--- config.mk ---
export PLATFORM = sky130hd
export DESIGN_NAME = shift_reg_univ
export DESIGN_NICKNAME = d
export VERILOG_FILES = /design/src/rtl/shift_reg_univ_pkg.sv /design/src/rtl/shift_reg_univ_op.sv /design/src/rtl/shift_reg_univ.sv
export SDC_FILE = /design/constraint.sdc
export NUM_CORES = 1
export LEC_CHECK = 0
export CAP_MARGIN = 20
export CORE_MARGIN = 5
export CORE_UTILIZATION = 44
export CTS_CLUSTER_DIAMETER = 40
export DETAILED_ROUTE_END_ITERATION = 6
export PLACE_DENSITY_LB_ADDON = 0.08
export SETUP_SLACK_MARGIN = 0.15
export SYNTH_ARGS = -nofsm -noshare
export SYNTH_HDL_FRONTEND = slang
export SYNTH_HIERARCHICAL = 1
export SYNTH_SLANG_ARGS = --single-unit
export TNS_END_PERCENT = 50
--- constraint.sdc ---
create_clock -name clk -period 2.3 [get_ports clk]
set_clock_uncertainty 0.15 [all_clocks]
set_input_delay 0.345 -clock clk [delete_from_list [all_inputs] [get_ports clk]]
set_output_delay 0.345 -clock clk [all_outputs]
set_load 0.02 [all_outputs]
--- src/rtl/shift_reg_univ_pkg.sv ---
// shift_reg_univ_pkg: mode codes, FSM state encoding and shift-mode helper
package shift_reg_univ_pkg;
  localparam logic [2:0] MODE_HOLD = 3'b000;
  localparam logic [2:0] MODE_SHL  = 3'b001;
  localparam logic [2:0] MODE_SHR  = 3'b010;
  localparam logic [2:0] MODE_LOAD = 3'b011;
  localparam logic [2:0] MODE_ROTL = 3'b100;
  localparam logic [2:0] MODE_ROTR = 3'b101;
  localparam logic [2:0] MODE_CLR  = 3'b110;
  localparam logic [2:0] MODE_RSVD = 3'b111;
  typedef enum logic {IDLE = 1'b0, RUN = 1'b1} state_t;
  function automatic logic is_shift(input logic [2:0] m);
    return m == MODE_SHL || m == MODE_SHR || m == MODE_ROTL || m == MODE_ROTR;
  endfunction
endpackage

--- src/rtl/shift_reg_univ_op.sv ---
// shift_reg_univ_op: combinational next-value mux shared by direct and burst modes
module shift_reg_univ_op
  import shift_reg_univ_pkg::*;
#(
  parameter int WIDTH = 8
) (
  input  logic [2:0]       op,
  input  logic [WIDTH-1:0] q,
  input  logic [WIDTH-1:0] d,
  input  logic             sin_l,
  input  logic             sin_r,
  output logic [WIDTH-1:0] q_nx
);
  // select the next register value for the requested operation
  always_comb begin
    case (op)
      MODE_SHL:  q_nx = {q[WIDTH-2:0], sin_r};
      MODE_SHR:  q_nx = {sin_l, q[WIDTH-1:1]};
      MODE_LOAD: q_nx = d;
      MODE_ROTL: q_nx = {q[WIDTH-2:0], q[WIDTH-1]};
      MODE_ROTR: q_nx = {q[0], q[WIDTH-1:1]};
      MODE_CLR:  q_nx = '0;
      default:   q_nx = q;
    endcase
  end
endmodule

--- src/rtl/shift_reg_univ.sv ---
// shift_reg_univ: universal shift register with direct ops and counted shift bursts
module shift_reg_univ
  import shift_reg_univ_pkg::*;
#(
  parameter int WIDTH = 8,
  parameter int CNT_W = $clog2(WIDTH + 1)
) (
  input  logic             clk,
  input  logic             rst,
  input  logic [2:0]       mode,
  input  logic [WIDTH-1:0] d,
  input  logic             sin_l,
  input  logic             sin_r,
  input  logic             start,
  input  logic [CNT_W-1:0] cnt,
  output logic [WIDTH-1:0] q,
  output logic             so_l,
  output logic             so_r,
  output logic             busy,
  output logic             done
);
  state_t           state, state_nx;
  logic [2:0]       op_r, op_sel;
  logic [CNT_W-1:0] rem, rem_nx;
  logic [WIDTH-1:0] q_nx;
  logic             accept, last;
  // accept edge holds q; RUN replays the latched op; otherwise direct mode
  always_comb begin
    accept   = state == IDLE && start && is_shift(mode) && cnt != '0;
    last     = state == RUN && rem == CNT_W'(1);
    op_sel   = state == RUN ? op_r : (accept ? MODE_HOLD : mode);
    state_nx = accept ? RUN : (last ? IDLE : state);
    rem_nx   = accept ? cnt : (state == RUN ? rem - CNT_W'(1) : rem);
  end
  shift_reg_univ_op #(.WIDTH(WIDTH)) u_op (
    .op(op_sel), .q(q), .d(d), .sin_l(sin_l), .sin_r(sin_r), .q_nx(q_nx)
  );
  // data, control state and the done pulse registered on the final shift
  always_ff @(posedge clk or posedge rst) begin
    if (rst) begin
      q     <= '0;
      state <= IDLE;
      op_r  <= MODE_HOLD;
      rem   <= '0;
      done  <= 1'b0;
    end else begin
      q     <= q_nx;
      state <= state_nx;
      op_r  <= accept ? mode : op_r;
      rem   <= rem_nx;
      done  <= last;
    end
  end
  assign busy = state == RUN;
  assign so_l = q[WIDTH-1];
  assign so_r = q[0];
endmodule

# Word-level counts from Yosys, hierarchy flattened
# Index checks and enable logic that the tools add are counted.
# word_totals
reg_bits,17
output_inout_bits,12
# op_classes
add_sub_neg,1
eq_ne,11
muxes,7
bitwise,1
reduce_logical,11
# op_table
cell,n
case mux 8 bit (6 select lines),1
"equality test 3 bit, second input constant",5
"equality test 3 x 2 -> 1 bit, second input constant",3
two-way mux 4 bit,2
"equality test 3 x 1 -> 1 bit, second input constant",2
two-way mux 3 bit,2
nonzero test 6 bit,1
"equality test 4 x 1 -> 1 bit, second input constant",1
logical AND 1 bit,4
nonzero test 2 bit,2
nonzero test 4 bit,1
"subtractor 4 x 1 -> 4 bit, second input constant",1
logical OR 1 bit,3
two-way mux 1 bit,2
NOT 1 bit,1

# Longest topological paths before layout
# depth
depth_word,10
mapped_depth,9
depth_no_buf,7

# Cells and area by module
# The synthesis kept the hierarchy.
# modules_own_cells
module,instances,cells_each,area_per_inst_um2
shift_reg_univ,1,64,764.5
shift_reg_univ_op,1,78,523.0

# Worst setup path before layout
# No wires, ideal clock.
# synth_timing
path_type,reg-to-reg
from,reg state (netlist: busy)
to,reg q[0]
setup_ns,0.136
t_arrival_ns,1.973
required_time_ns,2.014
slack_ns,0.041
stages_incl_launch_ff,10
period_less_slack_ns,2.259
path_cell_list,dfrtp_1 nand2b_1 nor4_4 o21ai_0 buf_6 buf_4 o211ai_1 o211ai_1 o221ai_1 o211ai_1
# synth_between
elab_chain_cells,8
word_cells_on_any_way,14
# synth_rtl
item,line_no,text
start: declaration,shift_reg_univ.sv:22,"state_t state, state_nx;"
start signal: assignment,shift_reg_univ.sv:48,state <= state_nx;
NOT 1 bit,shift_reg_univ.sv:29,accept = state == IDLE && start && is_shift(mode) && cnt != '0;
logical AND 1 bit (3 in series),shift_reg_univ.sv:29,
two-way mux 3 bit,shift_reg_univ.sv:31,op_sel = state == RUN ? op_r : (accept ? MODE_HOLD : mode);
two-way mux 3 bit *,shift_reg_univ.sv:31,
net op_sel[1],shift_reg_univ.sv:23,"logic [2:0] op_r, op_sel;"
equality test 3 bit (tied with other cells),shift_reg_univ_op.sv:16,case (op)
case mux 8 bit (6 select lines) *,shift_reg_univ_op.sv:16,
net q_nx[0],shift_reg_univ.sv:25,logic [WIDTH-1:0] q_nx;
end signal: assignment,shift_reg_univ.sv:47,q <= q_nx;
end: declaration,shift_reg_univ.sv:16,"output logic [WIDTH-1:0] q,"
# The timed path passes the listed nets; every way through them passes the cells marked *.
# A chain may end at the register's enable or synchronous reset.

# Worst setup path in the final report
# layout_timing
from,in mode[2]
to,reg q[3]
# layout_between
elab_chain_cells,10
word_cells_on_any_way,19
# layout_rtl
item,line_no,text
start: declaration,shift_reg_univ.sv:10,"input logic [2:0] mode,"
equality test 3 x 1 -> 1 bit or equality test 3 x 2 -> 1 bit (tied branches),shift_reg_univ_pkg.sv:13,return m == MODE_SHL || m == MODE_SHR || m == MODE_ROTL || m == MODE_ROTR;
logical OR 1 bit (3 in series),shift_reg_univ_pkg.sv:13,
logical AND 1 bit (2 in series),shift_reg_univ.sv:29,
two-way mux 3 bit * (2 in series),shift_reg_univ.sv:31,
net op_sel[2],shift_reg_univ.sv:23,
equality test 3 bit (tied with other cells),shift_reg_univ_op.sv:16,
case mux 8 bit (6 select lines) *,shift_reg_univ_op.sv:16,
net q_nx[3],shift_reg_univ.sv:25,
# Marks and branches as above.

==> results.toml <==
[yosys]
yosysWarnings = 6
synth-async-reset-ratio = 1.00
yosysSeqAreaShare = 0.330
syn_area_um2 = 1290
synth_area_per_cell_um2 = 9.07
ys_ff_latch = 17
synth_cell_type_count = 46
synth_fp_nets = 164
synth_edf_count = 0
synth_ff_type = "dfrtp_1"
syn-instance-count = 142

[setup_path]
path_class = "in2reg"
r2r-start = "busy"
worstPathRequired_ns = 2.32
critical_path.cell_chain = "dlygate4sd2_1 -> nor3_2 -> nor4_4 -> buf_4 -> buf_6 -> o21ai_4 -> buf_6 -> buf_12 -> a2bb2oi_1 -> o22ai_1 -> a31oi_2"
cp_common_cell = "buf_6"
crit_fanout = 11
r2r_end = "q[3]"
slowest_stage = "nor3_2"
r2r_slack_ns = 0.18
critPathCaptureType = "flop"
max_stage_delay_ns = 0.33
crit_arrival_ns = 2.15
reg2regPathDepth = 10
start_kind = "primary input"

[grt]
grt_usage = 0.179
antenna_found_initial = 0
overflow = 0
grt_start_max_net_pins = 23
grt_pass1_vias = 1344
grt_pass1_wl_um = 6000

[clock_tree]
cts_tree = "yes"
htreeDepth = 1
clk_pin_slew_ns = 0.11
cts_buffers = 3
clockRootBuffer = "clkbuf_4"
clock_sinks = 17
clock_latency_ns = 0.28
clockBufferDepth = 2

[die]
core_area_um2 = 2780
rows = 19
fp.dieW_um = 64.1
pin_count = 32
die_height_um = 64.1
dieArea_um2 = 4110
initial_core_util = 0.463

[placed_design]
dp_hpwl_um = 2580
post-place-cells = 223
io_buffers = 31
finalWeightedCongestion = 0.818
place_ws_ns = -0.359

[sta]
max_freq_mhz = 470
relSlewSlack = 0.726
timing_max_transition_violations_final = 0
hold_slack_ns = 0.138
fin_crit_sh = 0.926
layout_min_cycle_time_ns = 2.13
final.setup.tns_ns = 0
hold_viol_final = 0
finalWorstSetupSlack_ns = 0.171
setup_viol = 0
worst_slew_pin_slew_ns = 0.408
rsz0062_at_grt = "true"

[route]
first_iter_violations = 82
wl_per_cell_um = 16.0
via_count = 1328
drtPass1Iterations = 4
antenna_left = 0
routed_wirelength_um = 3790
avgViaCountPerCell = 5.63
post-route-drc-count = 0

[power]
p_total_mw = 3.28
p_per_area_nw_per_um2 = 1620
vdd_drop_max_mv = 1.42
p_leak_nw = 0.883

[final_layout]
final_layout_size_suffix_gt1_frac = 0.337
multi_input_area_um2 = 835
antenna_cells = 0
nNetsFinal = 228
area_growth_pct = 56.9
finalNonFillerCells = 236
nFillCells = 208
register_area_um2 = 427

[hold_path]
hp-class = "in2async"

[outcome]
status = "complete, no violations"

[run]
max-cap-violations = 0
[cell usage after synthesis, types with 2 or more instances]
| cell | number | area share |
|---|---|---|
| nand2_1 | 11 | 0.032 |
| ha_1 | 2 | 0.019 |
| mux2_2 | 5 | 0.044 |
| a2bb2oi_1 | 6 | 0.041 |
| nor3_1 | 4 | 0.016 |
| nor2b_1 | 2 | 0.0097 |
| a221oi_2 | 2 | 0.023 |
| o211ai_1 | 4 | 0.023 |
| inv_1 | 8 | 0.023 |
| buf_4 | 3 | 0.017 |
| a31oi_1 | 2 | 0.0097 |
| nor2_1 | 6 | 0.017 |
| a211o_1 | 3 | 0.020 |
| a221o_1 | 3 | 0.023 |
| mux2i_1 | 3 | 0.023 |
| buf_2 | 5 | 0.019 |
| o21ai_0 | 10 | 0.039 |
| o22ai_1 | 6 | 0.029 |
| nand2b_1 | 9 | 0.044 |
| dfrtp_1 | 17 | 0.33 |
| a21oi_1 | 6 | 0.023 |
[critical path: cells and delay by family]
kind	cells	cell delay [ns]
simple gates	2	0.43
buf+inv	5	0.87
compound gates	4	0.50
[flip-flops by register name (all words and copies together) (netlist names)]
name,cells
done,1
q,8
busy,1
op_r,3
rem,4
[kinds of logic after synthesis]
group | after synthesis | share of synthesized area
AND/OR/NAND/NOR | 43 | 0.196
adder cells (fa/ha/maj) | 2 | 0.0194
buffers and inverters | 20 | 0.0807
XOR/XNOR | 1 | 0.00680
multiplexers | 8 | 0.0671
AO/OA/AOI/OAI | 51 | 0.299
flip-flops | 17 | 0.330
[repair_timing]
item / CTS / global route
hold buffers: 0 / 0
buffers inserted: 6 / 2
gates resized for setup: 11 / 15
endpoints found under the setup margin: 8 / 8
gates cloned: 0 / 1
pin swaps: 3 / 14
[power by group]
group	switching, mW	internal [mW]
logic	1.15	1.32
clock network	0.0980	0.0673
registers	0.180	0.460
total	1.43	1.85
[worst max path at each step]
stage / start / end / cells past startpoint
6_report: mode[2] / q[3] / 11
5_1_grt: busy / q[0] / 10
3_5_place_dp: mode[2] / q[0] / 9
4_1_cts: busy / q[0] / 8
2_1_floorplan: busy / q[0] / 9
3_3_place_gp: mode[2] / q[3] / 9
[layout make-up]
cell class | instances | area share
Sequential cell | 17 | 0.211
Inverter | 9 | 0.0167
Timing Repair Buffer | 70 | 0.327
Clock buffer | 4 | 0.0130
Tap cell | 31 | 0.0192
Multi-Input combinational cell | 105 | 0.413
[per-layer routing]
layer  track usage  vias to the layer above  wire length [um]  part of all wire
li1              -                      658                 -                 -
met1         0.237                      633              1730              0.46
met2         0.288                       30              1860              0.49
met3        0.0403                        7               141             0.037
met4        0.0636                        0                46             0.012
met5             0                        -                 0                 0
[cell usage in the layout, fill, tap and decap left out, types with 3 or more instances in the layout]
cell type and instances:
a21oi_1 6, clkdlybuf4s50_1 23, dlygate4sd2_1 6, nand2_1 11, nor2_1 6, buf_6 6, nand2b_1 8, a2bb2oi_1 5
o211ai_1 4, mux2i_1 3, a221o_1 3, inv_1 8, buf_4 30, a211o_1 3, dfrtp_1 16, mux2_2 5
o22ai_1 4, clkbuf_4 3, o21ai_0 6
[per-stage QoR]
stage,cell area (um2),util
after global routing,2020,0.726
final,2020,0.726
after detailed placement,1840,0.660
after global placement,1840,0.660
after floorplan,1310,-
after CTS,1910,0.688
Note: power is estimated with default switching activity, not from simulation.
